==> src/rtl/exception_arbiter_pkg.sv <==
// Shared definitions for the CP0 exception arbiter: state encoding, ExcCode values,
// reset constants and the request-index to ExcCode map.
package exception_arbiter_pkg;

   typedef enum logic [1:0] {
      StIdle    = 2'd0,
      StFlush   = 2'd1,
      StCommit  = 2'd2,
      StHandler = 2'd3
   } state_e;

   localparam logic [4:0] ExcInt  = 5'd0;
   localparam logic [4:0] ExcAdel = 5'd4;
   localparam logic [4:0] ExcAdes = 5'd5;
   localparam logic [4:0] ExcDbe  = 5'd7;
   localparam logic [4:0] ExcSys  = 5'd8;
   localparam logic [4:0] ExcBp   = 5'd9;
   localparam logic [4:0] ExcRi   = 5'd10;
   localparam logic [4:0] ExcOv   = 5'd12;
   localparam logic [4:0] ExcTr   = 5'd13;

   localparam logic [1:0] StateRst = 2'd0;
   localparam logic [4:0] CodeRst  = 5'd0;

   // Request lines beyond the architected eight have no ExcCode; they report Int.
   function automatic logic [4:0] exc_code_map(input int idx);
      logic [4:0] code;
      case (idx)
         0:       code = ExcAdel;
         1:       code = ExcAdes;
         2:       code = ExcSys;
         3:       code = ExcBp;
         4:       code = ExcRi;
         5:       code = ExcOv;
         6:       code = ExcTr;
         7:       code = ExcDbe;
         default: code = ExcInt;
      endcase
      return code;
   endfunction

endpackage

==> src/rtl/exception_arbiter_exc_prio_enc.sv <==
// Combinational priority encoder: lowest set request index wins and is mapped to its ExcCode.
module exc_prio_enc
   import exception_arbiter_pkg::*;
#(
   parameter int unsigned EXC_W = 8
) (
   input  logic [EXC_W-1:0] i_req,
   output logic             o_valid,
   output logic [4:0]       o_code
);

   always_comb begin
      o_valid = 1'b0;
      o_code  = ExcInt;
      // Walk from the top so the lowest index overwrites last.
      for (int i = int'(EXC_W) - 1; i >= 0; i--) begin
         if (i_req[i]) begin
            o_valid = 1'b1;
            o_code  = exc_code_map(i);
         end
      end
   end

endmodule

==> src/rtl/flopr.sv <==
// Plain register with synchronous active-high reset.
module flopr #(
   parameter int unsigned           WIDTH     = 1,
   parameter logic [WIDTH-1:0]      RESET_VAL = '0
) (
   input  logic             i_clk,
   input  logic             i_rst,
   input  logic [WIDTH-1:0] i_d,
   output logic [WIDTH-1:0] o_q
);

   always_ff @(posedge i_clk) begin
      if (i_rst) begin
         o_q <= RESET_VAL;
      end else begin
         o_q <= i_d;
      end
   end

endmodule

==> src/rtl/flopren.sv <==
// Register with load enable and synchronous active-high reset.
module flopren #(
   parameter int unsigned           WIDTH     = 1,
   parameter logic [WIDTH-1:0]      RESET_VAL = '0
) (
   input  logic             i_clk,
   input  logic             i_rst,
   input  logic             i_en,
   input  logic [WIDTH-1:0] i_d,
   output logic [WIDTH-1:0] o_q
);

   always_ff @(posedge i_clk) begin
      if (i_rst) begin
         o_q <= RESET_VAL;
      end else if (i_en) begin
         o_q <= i_d;
      end
   end

endmodule

==> src/rtl/exception_arbiter.sv <==
// CP0 exception/interrupt arbiter: flush sequencing, Cause commit, EPC strobe, handler tracking.
// Build option IRQ_SYNC_EN: adds a 2-flop synchronizer on the hardware interrupt lines.
module exception_arbiter
   import exception_arbiter_pkg::*;
#(
   parameter int unsigned EXC_W    = 8,
   parameter int unsigned HW_IRQ_W = 6,
   parameter int unsigned SW_IRQ_W = 2
) (
   input  logic                         clk,
   input  logic                         rst,
   input  logic [EXC_W-1:0]             exc_req,
   input  logic                         exc_bd,
   input  logic [HW_IRQ_W-1:0]          ip_h_in,
   input  logic [SW_IRQ_W-1:0]          ip_s_in,
   input  logic [HW_IRQ_W+SW_IRQ_W-1:0] int_mask,
   input  logic                         int_en,
   input  logic                         exl,
   input  logic                         eret,
   input  logic                         flush_ack,
   output logic                         flush_req,
   output logic                         exception_abort,
   output logic                         irq_h,
   output logic                         irq_s,
   output logic [HW_IRQ_W-1:0]          ip_h,
   output logic [SW_IRQ_W-1:0]          ip_s,
   output logic [4:0]                   exception_code,
   output logic                         bd_p,
   output logic                         epc_we,
   output logic                         busy
);

   logic [HW_IRQ_W-1:0] w_ip_h;
   logic [HW_IRQ_W-1:0] w_im_hw;
   logic [SW_IRQ_W-1:0] w_im_sw;
   logic                w_int_pend;
   logic                w_exc_valid;
   logic [4:0]          w_exc_code;

   logic [1:0]          r_state;
   state_e              w_state;
   state_e              w_state_d;
   logic                w_snap_en;
   logic                w_snap_int;
   logic [4:0]          w_code_d;

   logic [4:0]          r_code;
   logic                r_bd;
   logic [HW_IRQ_W-1:0] r_ip_h;
   logic [SW_IRQ_W-1:0] r_ip_s;
   logic                r_int;
   logic                r_epc;
   logic                w_commit;

`ifdef IRQ_SYNC_EN
   logic [HW_IRQ_W-1:0] r_ip_h_s1;
   logic [HW_IRQ_W-1:0] r_ip_h_s2;

   flopr #(.WIDTH(HW_IRQ_W)) u_sync1 (
      .i_clk (clk),
      .i_rst (rst),
      .i_d   (ip_h_in),
      .o_q   (r_ip_h_s1)
   );

   flopr #(.WIDTH(HW_IRQ_W)) u_sync2 (
      .i_clk (clk),
      .i_rst (rst),
      .i_d   (r_ip_h_s1),
      .o_q   (r_ip_h_s2)
   );

   assign w_ip_h = r_ip_h_s2;
`else
   assign w_ip_h = ip_h_in;
`endif

   assign w_im_hw    = int_mask[HW_IRQ_W+SW_IRQ_W-1:SW_IRQ_W];
   assign w_im_sw    = int_mask[SW_IRQ_W-1:0];
   assign w_int_pend = (|({w_ip_h, ip_s_in} & int_mask)) & int_en & ~exl;

   exc_prio_enc #(.EXC_W(EXC_W)) u_exc_prio_enc (
      .i_req   (exc_req),
      .o_valid (w_exc_valid),
      .o_code  (w_exc_code)
   );

   flopr #(.WIDTH(2), .RESET_VAL(StateRst)) u_state (
      .i_clk (clk),
      .i_rst (rst),
      .i_d   (w_state_d),
      .o_q   (r_state)
   );

   assign w_state = state_e'(r_state);

   // Requests are only sampled in IDLE and HANDLER; the flushed pipeline re-raises the rest.
   always_comb begin
      w_state_d  = w_state;
      w_snap_en  = 1'b0;
      w_snap_int = 1'b0;
      unique case (w_state)
         StIdle: begin
            if (w_exc_valid) begin
               w_state_d = StFlush;
               w_snap_en = 1'b1;
            end else if (w_int_pend) begin
               w_state_d  = StFlush;
               w_snap_en  = 1'b1;
               w_snap_int = 1'b1;
            end
         end
         StFlush: begin
            if (flush_ack) begin
               w_state_d = StCommit;
            end
         end
         StCommit: begin
            w_state_d = StHandler;
         end
         StHandler: begin
            if (w_exc_valid) begin
               w_state_d = StFlush;
               w_snap_en = 1'b1;
            end else if (eret) begin
               w_state_d = StIdle;
            end
         end
         default: begin
            w_state_d = StIdle;
         end
      endcase
   end

   assign w_code_d = w_snap_int ? ExcInt : w_exc_code;

   flopren #(.WIDTH(5), .RESET_VAL(CodeRst)) u_code (
      .i_clk (clk),
      .i_rst (rst),
      .i_en  (w_snap_en),
      .i_d   (w_code_d),
      .o_q   (r_code)
   );

   flopren #(.WIDTH(1)) u_bd (
      .i_clk (clk),
      .i_rst (rst),
      .i_en  (w_snap_en),
      .i_d   (exc_bd),
      .o_q   (r_bd)
   );

   flopren #(.WIDTH(HW_IRQ_W)) u_ip_h (
      .i_clk (clk),
      .i_rst (rst),
      .i_en  (w_snap_en),
      .i_d   (w_ip_h),
      .o_q   (r_ip_h)
   );

   flopren #(.WIDTH(SW_IRQ_W)) u_ip_s (
      .i_clk (clk),
      .i_rst (rst),
      .i_en  (w_snap_en),
      .i_d   (ip_s_in),
      .o_q   (r_ip_s)
   );

   flopren #(.WIDTH(1)) u_int (
      .i_clk (clk),
      .i_rst (rst),
      .i_en  (w_snap_en),
      .i_d   (w_snap_int),
      .o_q   (r_int)
   );

   // EPC is only written when entering from user/kernel level, not from a nested handler.
   flopren #(.WIDTH(1)) u_epc (
      .i_clk (clk),
      .i_rst (rst),
      .i_en  (w_snap_en),
      .i_d   (~exl),
      .o_q   (r_epc)
   );

   assign w_commit        = (w_state == StCommit);
   assign flush_req       = (w_state == StFlush);
   assign busy            = (w_state != StIdle);
   assign exception_abort = w_commit;
   assign irq_h           = w_commit & r_int & (|(r_ip_h & w_im_hw));
   assign irq_s           = w_commit & r_int & (|(r_ip_s & w_im_sw));
   assign epc_we          = w_commit & r_epc;
   assign ip_h            = r_ip_h;
   assign ip_s            = r_ip_s;
   assign exception_code  = r_code;
   assign bd_p            = r_bd;

endmodule

==> config.mk <==
export PLATFORM = sky130hd
export DESIGN_NAME = exception_arbiter
export DESIGN_NICKNAME = d
export VERILOG_FILES = /design/src/rtl/exception_arbiter_pkg.sv /design/src/rtl/exception_arbiter_exc_prio_enc.sv /design/src/rtl/flopr.sv /design/src/rtl/flopren.sv /design/src/rtl/exception_arbiter.sv
export SDC_FILE = /design/constraint.sdc
export NUM_CORES = 1
export LEC_CHECK = 0
export BUFFER_PORTS_ARGS = -buffer_cell sky130_fd_sc_hd__clkbuf_2
export CAP_MARGIN = 20
export CORE_AREA = 2 2 47 60
export DETAILED_ROUTE_END_ITERATION = 6
export DIE_AREA = 0 0 49 62
export GPL_TIMING_DRIVEN = 0
export PLACE_DENSITY = 0.74
export SLEW_MARGIN = 20
export SYNTH_ARGS = -nofsm -noshare
export SYNTH_HDL_FRONTEND = slang
export SYNTH_SLANG_ARGS = --single-unit
==> constraint.sdc <==
create_clock -name clk -period 2 [get_ports clk]
set_input_delay 0.3 -clock clk [delete_from_list [all_inputs] [get_ports clk]]
set_output_delay 0.3 -clock clk [all_outputs]
set_load 0.005 [all_outputs]
Word-level counts from Yosys, hierarchy flattened
Cells that the tools add are included.
W data, S select, Z words.

operators by class
  equality and inequality tests = 6
  multiplexer cells = 29
  bitwise gates (word level) = 10
  reduce and logical (&&, ||, !) cells = 6

operators by type and width
  operator              count
  $mux W4               7
  $mux W1               13
  $mux W2               5
  $and A8 B8 Y8         1
  $pmux W2 S4           1
  $reduce_or A8 Y1      1
  $and A1 B1 Y1         6
  $and A6 B6 Y6         1
  $ne A3 B2 Y1 const B  2
  $reduce_or A6 Y1      1
  $mux W5               1
  $eq A2 B2 Y1 const B  2
  $mux W3               1
  $reduce_and A3 Y1     1
  $and A2 B2 Y2         1
  $eq A2 B1 Y1 const B  1
  $logic_not A2 Y1      1
  $ne A2 B2 Y1 const B  1
  $pmux W1 S2           1
  $reduce_bool A2 Y1    1
  $reduce_or A2 Y1      1
  $not A1 Y1            1

word-level totals
  register bits after elaboration = 18
  input bits = 31
  output and inout port bits = 20
  logic and storage cells = 58

Longest topological paths before layout
Gate-level depths: netlist of run 1.

  depth after elaboration = 11
  gate-level depth with buffers = 7
  depth with buffers taken out = 6

Cells and area by module
From an unflattened synthesis of run 1, not the netlist that was laid out.

unflattened totals
  cells, all modules = 114
  area, all modules = 1002.2 sq um

by module, submodules not included
  module              instances  cells an instance  area each (sq um)  seq. area each (sq um)
  exception_arbiter   1          43                 290.3              0.0
  flopren (u_ip_h)    1          19                 214.0              120.1
  flopren (u_code)    1          16                 180.2              100.1
  flopren (u_bd ...)  3          3                  33.8               20.0
  exc_prio_enc        1          17                 96.3               0.0
  flopren (u_ip_s)    1          6                  67.6               40.0
  flopr               1          4                  52.6               40.0

Worst setup path before layout of run 1
OpenSTA, ideal clock, no wires.

  path kind = reg2reg
  start = register u_state.o_q[0]
  end = register u_code.o_q[3]
  library setup time = 0.121 ns
  data arrival time = 1.498 ns
  required time = 1.879 ns
  setup slack = 0.381 ns
  stages on the path, launching flop included = 6
  path buffers = 0
  clock period less this slack = 1.619 ns
  cell sequence = dfxtp_1 -> inv_1 -> ha_1 -> nand2b_1 -> o21a_4 -> mux2_2

between the ends
  cells in the longest elaborated chain, start to end = 3
  elaborated cells between the ends (all ways) = 5
  classes of those cells = 1 x eq/ne; 3 x mux; 1 x reduce/logical

RTL lines
  what                    line                      RTL
  start, declared         flopr.sv:9                output logic [WIDTH-1:0] o_q
  start signal, assigned  flopr.sv:16               o_q <= i_d;
  $logic_not A2 Y1        exception_arbiter.sv:102  unique case (w_state)
  $mux W1                 exception_arbiter.sv:102
  $mux W5                 exception_arbiter.sv:135  assign w_code_d = w_snap_int ? ExcInt : w_exc_code;
  end signal, assigned    flopren.sv:17             o_q <= i_d;
  end, declared           flopren.sv:10             output logic [WIDTH-1:0] o_q

Several ways; a longest one is shown, not always the timed one.
A chain may end at the register's enable or synchronous reset.

Worst setup path after layout of run 1
  start = register u_state.o_q[0]
  end = register u_ip_h.o_q[0]

between the ends
  cells in the longest elaborated chain, start to end = 2
  elaborated cells between the ends (all ways) = 3
  classes of those cells = 1 x eq/ne; 1 x mux; 1 x reduce/logical

RTL lines
  what                                              line
  $eq A2 B2 Y1 or $logic_not A2 Y1 (tied branches)  exception_arbiter.sv:102
  $pmux W1 S2 (*)                                   exception_arbiter.sv:102
  end signal, assigned                              flopren.sv:17
  end, declared                                     flopren.sv:10

Mark *: on every way between the ends. The rest lies on a longest branch, timed or not.

==> results of run 1 <==
## cell families (layout without fill, tap and decap cells)
logic type	count (synthesis)	in the layout	share of synthesized area
AND/OR/NAND/NOR	42	42	0.196
AO/OA/AOI/OAI	29	29	0.231
flip-flops	17	17	0.317
multiplexers	14	14	0.132
buffers and inverters	13	66	0.0640
adder cells (fa/ha/maj)	5	5	0.0582
other	1	1	0.00349
## metal layers
| layer | vias up | GRT usage | share of wire | wire length, um |
|---|---|---|---|---|
| met3 | 3 | 0.0239 | 0.072 | 178 |
| met4 | 0 | 0.0735 | 0.0085 | 21 |
| met5 | - | 0 | 0 | 0 |
| met2 | 48 | 0.325 | 0.50 | 1230 |
| met1 | 478 | 0.202 | 0.42 | 1050 |
| li1 | 536 | - | - | - |
## metrics by stage
| step | utilization | instance area [um2] | setup WS, ps | power (mW) | hold WS [ps] |
|---|---|---|---|---|---|
| 2_1_floorplan | - | 1070 | 381 | 1.24 | 369 |
| 3_3_place_gp | 0.535 | 1360 | 296 | 1.50 | 439 |
| 3_5_place_dp | 0.535 | 1360 | 269 | 1.52 | 443 |
| 4_1_cts | 0.545 | 1390 | 227 | 1.71 | 227 |
| 5_1_grt | 0.545 | 1390 | 110 | 1.82 | 248 |
| 6_report | 0.545 | 1390 | 231 | 1.69 | 229 |
## cell type report
cell class                 count  area, um2  area share
buffer                         4       35.0      0.0252
clock buffer                   4       26.3      0.0189
inverter                       9       33.8      0.0243
multi-input combinational     91        666       0.479
sequential                    17        340       0.245
tap                           34       42.5      0.0306
timing repair buffer          49        245       0.177
## worst paths after layout
| check | startpoint | endpoint |
|---|---|---|
| hold / removal | exc_bd | u_bd.o_q$_SDFFE_PP0P_ |
| hold reg to reg | u_epc.o_q$_SDFFE_PP0P_ | u_epc.o_q$_SDFFE_PP0P_ |
| setup / recovery | u_state.o_q[0]$_SDFFE_PP0P_ | u_ip_h.o_q[0]$_SDFFE_PP0P_ |
| setup reg to reg | u_state.o_q[0]$_SDFFE_PP0P_ | u_ip_h.o_q[0]$_SDFFE_PP0P_ |
## power by group through the flow
stage / Clock [mW] / Sequential, mW / Combinational, mW
6_report: 0.179 / 0.565 / 0.944
5_1_grt: 0.206 / 0.585 / 1.03
4_1_cts: 0.188 / 0.564 / 0.958
3_5_place_dp: 0 / 0.572 / 0.952
3_3_place_gp: 0 / 0.566 / 0.936
2_1_floorplan: 0 / 0.567 / 0.676
## critical path: stages, from the launching register on
cell	delay [ps]
dfxtp_1	420
inv_1	120
ha_1	350
nand2b_1	220
o21a_4	270
buf_12	150
mux2i_1	120
## state kept, by name (all words and copies together), names as in the netlist
name         flops
u_bd.o_q         1
u_code.o_q       4
u_epc.o_q        1
u_int.o_q        1
u_ip_h.o_q       6
u_ip_s.o_q       2
u_state.o_q      2
## Yosys cell counts (all sizes together)
cell      n
nand2    26
dfxtp    17
mux2i    13
a22oi     8
inv       8
nor2      6
ha        5
a21o      3
a21oi     3
o31ai     3
a211o     2
buf       2
clkbuf    2
nand2b    2
nor2b     2
nor4      2
a2111oi   1
a211oi    1
a31oi     1
a41o      1
and2      1
clkinv    1
conb      1
mux2      1
nand3     1
nor3      1
o2111ai   1
o211a     1
o211ai    1
o21a      1
o31a      1
o41ai     1
or3       1
==> results.yml, run 1 <==
pwr:
  p_per_area_nw_per_um2: 1220
  internal_power_mw: 1.05
  switching_share: 0.379
  p_comb_frac: 0.559
  vdd_drop_max_mv: 0.562
  seqPwrFrac: 0.335
  p_switching_mw: 0.639
  p_clk_frac: 0.106
  leakage_nw: 0.703
routing:
  routed_via_density: 5.12
  drt_wl_total_mm: 2.48
  routedWlPerCell_um: 11.9
  detail-route-antenna-nets: 0
  drtIter0Drc: 19
  drc_errors: 0
  drtPass1Iterations: 4
  vias: 1065
layout:
  final_cells: 208
  fin_nets: 211
  mostFrequentLayoutCell: "clkbuf_2"
  layout-drive-gt1-share: 0.356
  n_antenna_cell: 0
  area_growth_pct: 29.2
  nFillCells: 250
  layout_common_cells: "49 x clkbuf_2, 26 x nand2_1, 17 x dfxtp_1"
synthesis:
  syn_nets: 157
  synth_warnings: 0
  ys_types: 36
  synth_top_cell_area_share: 0.317
  yosysTopAreaCell: "dfxtp_1"
  ys_top_cells_by_area: "dfxtp_1 32%, mux2i_1 12%, nand2_1 9.1%"
  yosysSeqAreaShare: 0.317
  syn_area_um2: 1070
  ys_ff_latch: 17
  synth.avg_cell_area_um2: 8.88
  syn-instance-count: 121
status:
  outcome: "finished clean"
global_routing:
  grt_usage: 0.173
  antenna_found_initial: 0
  grt_max_degree: 11
  grt_pass1_vias: 971
  grt_pass1_wl_mm: 4.06
  overflow: 0
sta:
  slew_viol_final: 0
  max_clock_freq_mhz: 565
  setup_tns_ps: 0
  rsz0062_at_grt: "false"
  finalClockSkew_ps: 6.47
  period_share: 0.885
  finalSetupViolCount: 0
  period_needed_ps: 1770
  hold_viol_final: 0
place:
  placed_cells: 204
  dpl.hpwl_mm: 2.03
  place_congestion: 0.798
  io_buffer_count: 49
clock_tree:
  cts.clk_slew.worst_paths_ps: 100
  cts_resized: 0
  clock-sinks: 17
  postCtsSetupBuffers: 0
  root_buffer: "clkbuf_4"
  clk_latency_ps: 290
  cts_buffers: 3
  cts_buffer_depth: 2
  htreeDepth: 1
  cts_tree: "yes"
  cts_hold_buf: 0
critical_path:
  r2r_slack_ps: 230
  crit_path_end_kind: "register"
  r2r_cells: 6
  criticalPathCategory: "register to register"
  cp_data_arrival_time_ps: 1940
  crit_fanout: 10
  worstSetupStartpointType: "register"
  cp.required_ps: 2180
hold_path:
  whs_path_depth: 3
  hold_class: "input port to register"
die:
  ioPinCount: 51
  fp.dieH_um: 62
  rows: 21
  initial_core_util: 0.422
  die_w_um: 49
  core_area_um2: 2550
  dieArea_um2: 3040
run:
  maxCapViolCount: 0
Power figures use the tool's default switching activity.
==> inputs of run 2 (changes only) <==
--- a/config.mk
+++ b/config.mk
@@ -7,11 +7,12 @@
 export LEC_CHECK = 0
 export BUFFER_PORTS_ARGS = -buffer_cell sky130_fd_sc_hd__clkbuf_2
 export CAP_MARGIN = 20
-export CORE_AREA = 2 2 47 60
+export CORE_AREA = 2 2 43 65
 export DETAILED_ROUTE_END_ITERATION = 6
-export DIE_AREA = 0 0 49 62
+export DIE_AREA = 0 0 45 67
 export GPL_TIMING_DRIVEN = 0
 export PLACE_DENSITY = 0.74
+export RECOVER_POWER = 100
 export SLEW_MARGIN = 20
 export SYNTH_ARGS = -nofsm -noshare
 export SYNTH_HDL_FRONTEND = slang
==> run 2 against run 1 <==
Effect of this change: die area down 0.76%; utilization grew 2.2 points; critical path depth unchanged; clock power is 4% higher; fmax fell by 0.44%; critical endpoint is now u_ip_s.o_q[1]$_SDFFE_PP0P_.
==> results.yml, run 2 (synthesis results as in run 1) <==
sta:
  hold_viol_final: 0
  period_needed_ps: 1780
  finalSetupViolCount: 0
  max_clock_freq_mhz: 563
  finalClockSkew_ps: 7.58
  rsz0062_at_grt: "false"
  finalWorstSetupSlack_ps: 223
  setup_tns_ps: 0
  period_share: 0.888
  slew_viol_final: 0
routing:
  drtPass1Iterations: 6
  routedWlPerCell_um: 12.8
  vias: 1082
  drtIter0Drc: 24
  drc_errors: 0
  routed_via_density: 5.46
  detail-route-antenna-nets: 0
  drt_wl_total_mm: 2.53
die:
  core_area_um2: 2420
  rows: 22
  ioPinCount: 51
  fp.dieH_um: 67
  initial_core_util: 0.444
  dieArea_um2: 3020
  die_w_um: 45
layout:
  area_growth_pct: 27.7
  nFillCells: 239
  n_antenna_cell: 0
  regMostFlops: "u_ip_h.o_q"
  largestRegisters: "u_ip_h.o_q: 6 flops, u_code.o_q: 4 flops"
  largest_register_ffs: 6
  layout-drive-gt1-share: 0.339
  mostFrequentLayoutCell: "clkbuf_2"
  layout_common_cells: "46 x clkbuf_2, 26 x nand2_1, 17 x dfxtp_1"
  fin_nets: 211
clock_tree:
  root_buffer: "clkbuf_4"
  htreeDepth: 1
  clock-sinks: 17
  cts_buffer_depth: 2
  cts.clk_slew.worst_paths_ps: 100
  cts_resized: 0
  postCtsSetupBuffers: 0
  clk_latency_ps: 300
  cts_hold_buf: 0
  cts_tree: "yes"
  cts_buffers: 3
global_routing:
  overflow: 0
  grt_pass1_vias: 991
  grt_usage: 0.188
  grt_pass1_wl_mm: 4.18
  antenna_found_initial: 0
  grt_max_degree: 11
hold_path:
  whs_path_depth: 3
  hp-start: "exc_bd"
  hold_end: "u_bd.o_q$_SDFFE_PP0P_"
  hold_class: "input port to register"
place:
  pre_cts_slack_ps: 234
  dpl.hpwl_mm: 2.07
  io_buffer_count: 49
  place_congestion: 0.806
critical_path:
  r2r_slack_ps: 220
  r2r-end: "u_ip_s.o_q[1]$_SDFFE_PP0P_"
  worstSetupStartpointType: "register"
  reg2reg_from: "u_state.o_q[0]$_SDFFE_PP0P_"
  crit_path_end_kind: "register"
  critical_path.startpoint: "u_state.o_q[0]$_SDFFE_PP0P_"
  criticalPathCategory: "register to register"
  cp.required_ps: 2190
  cp_data_arrival_time_ps: 1960
  r2r_cells: 6
  crit_fanout: 10
pwr:
  vdd_drop_max_mv: 0.576
  seqPwrFrac: 0.336
  p_comb_frac: 0.554
  switching_share: 0.385
  internal_power_mw: 1.04
  p_switching_mw: 0.652
  p_clk_frac: 0.111
  p_per_area_nw_per_um2: 1240
  leakage_nw: 0.692
run:
  maxCapViolCount: 0
status:
  outcome: "finished clean"
run 2: cell counts in the layout (fill, tap and decap cells not counted):
Identical to the previous run, type by type.
run 2: stage by stage:
step                      hold WS (ps)  area, um2  total power, mW  utilization  cells
after floorplan                    369       1070             1.24            -    121
after global placement             440       1350             1.51        0.557    194
after detailed placement           441       1350             1.53        0.557    194
after CTS                          218       1380             1.71        0.568    198
after global routing               239       1370             1.82        0.567    198
final                              216       1370             1.70        0.567    198
run 2: critical path, stage by stage, from the launching register on:
cell and delay [ps]:
dfxtp_1 440, inv_1 110, ha_1 360, nand2b_1 220, o21a_4 270, buf_12 150
mux2i_1 120
run 2: worst max path at each step:
stage / to / slack (ps) / depth (start not counted)
2_1_floorplan: u_code.o_q[3]$_SDFFE_PP0P_ / 380 / 5
3_3_place_gp: u_code.o_q[3]$_SDFFE_PP0P_ / 270 / 5
3_5_place_dp: u_ip_s.o_q[1]$_SDFFE_PP0P_ / 230 / 6
4_1_cts: u_ip_s.o_q[1]$_SDFFE_PP0P_ / 240 / 6
5_1_grt: u_ip_h.o_q[4]$_SDFFE_PP0P_ / 120 / 6
6_report: u_ip_s.o_q[1]$_SDFFE_PP0P_ / 220 / 6
run 2: power by group through the flow:
stage                     registers (mW)  clock network [mW]  logic (mW)
after global placement             0.569                   0       0.937
after CTS                          0.568               0.192       0.954
after global routing               0.584               0.199        1.03
final                              0.569               0.187       0.939
after floorplan                    0.567                   0       0.676
after detailed placement           0.578                   0       0.950
run 2: per-layer routing:
metal | GRT usage | up-vias | wire [um]
met5 | 0 | - | 0
met4 | 0.132 | 0 | 78
met3 | 0.0163 | 5 | 180
met2 | 0.330 | 45 | 1250
met1 | 0.199 | 491 | 1020
li1 | - | 541 | -
run 2: layout make-up:
class | count | area [um2] | area share
plain buffers | 4 | 35.0 | 0.0255
clock buffers | 4 | 26.3 | 0.0191
inverters | 9 | 33.8 | 0.0246
multi-input cells | 91 | 666 | 0.485
flip-flops and latches | 17 | 340 | 0.248
well taps | 24 | 30.0 | 0.0219
repair buffers | 49 | 241 | 0.176
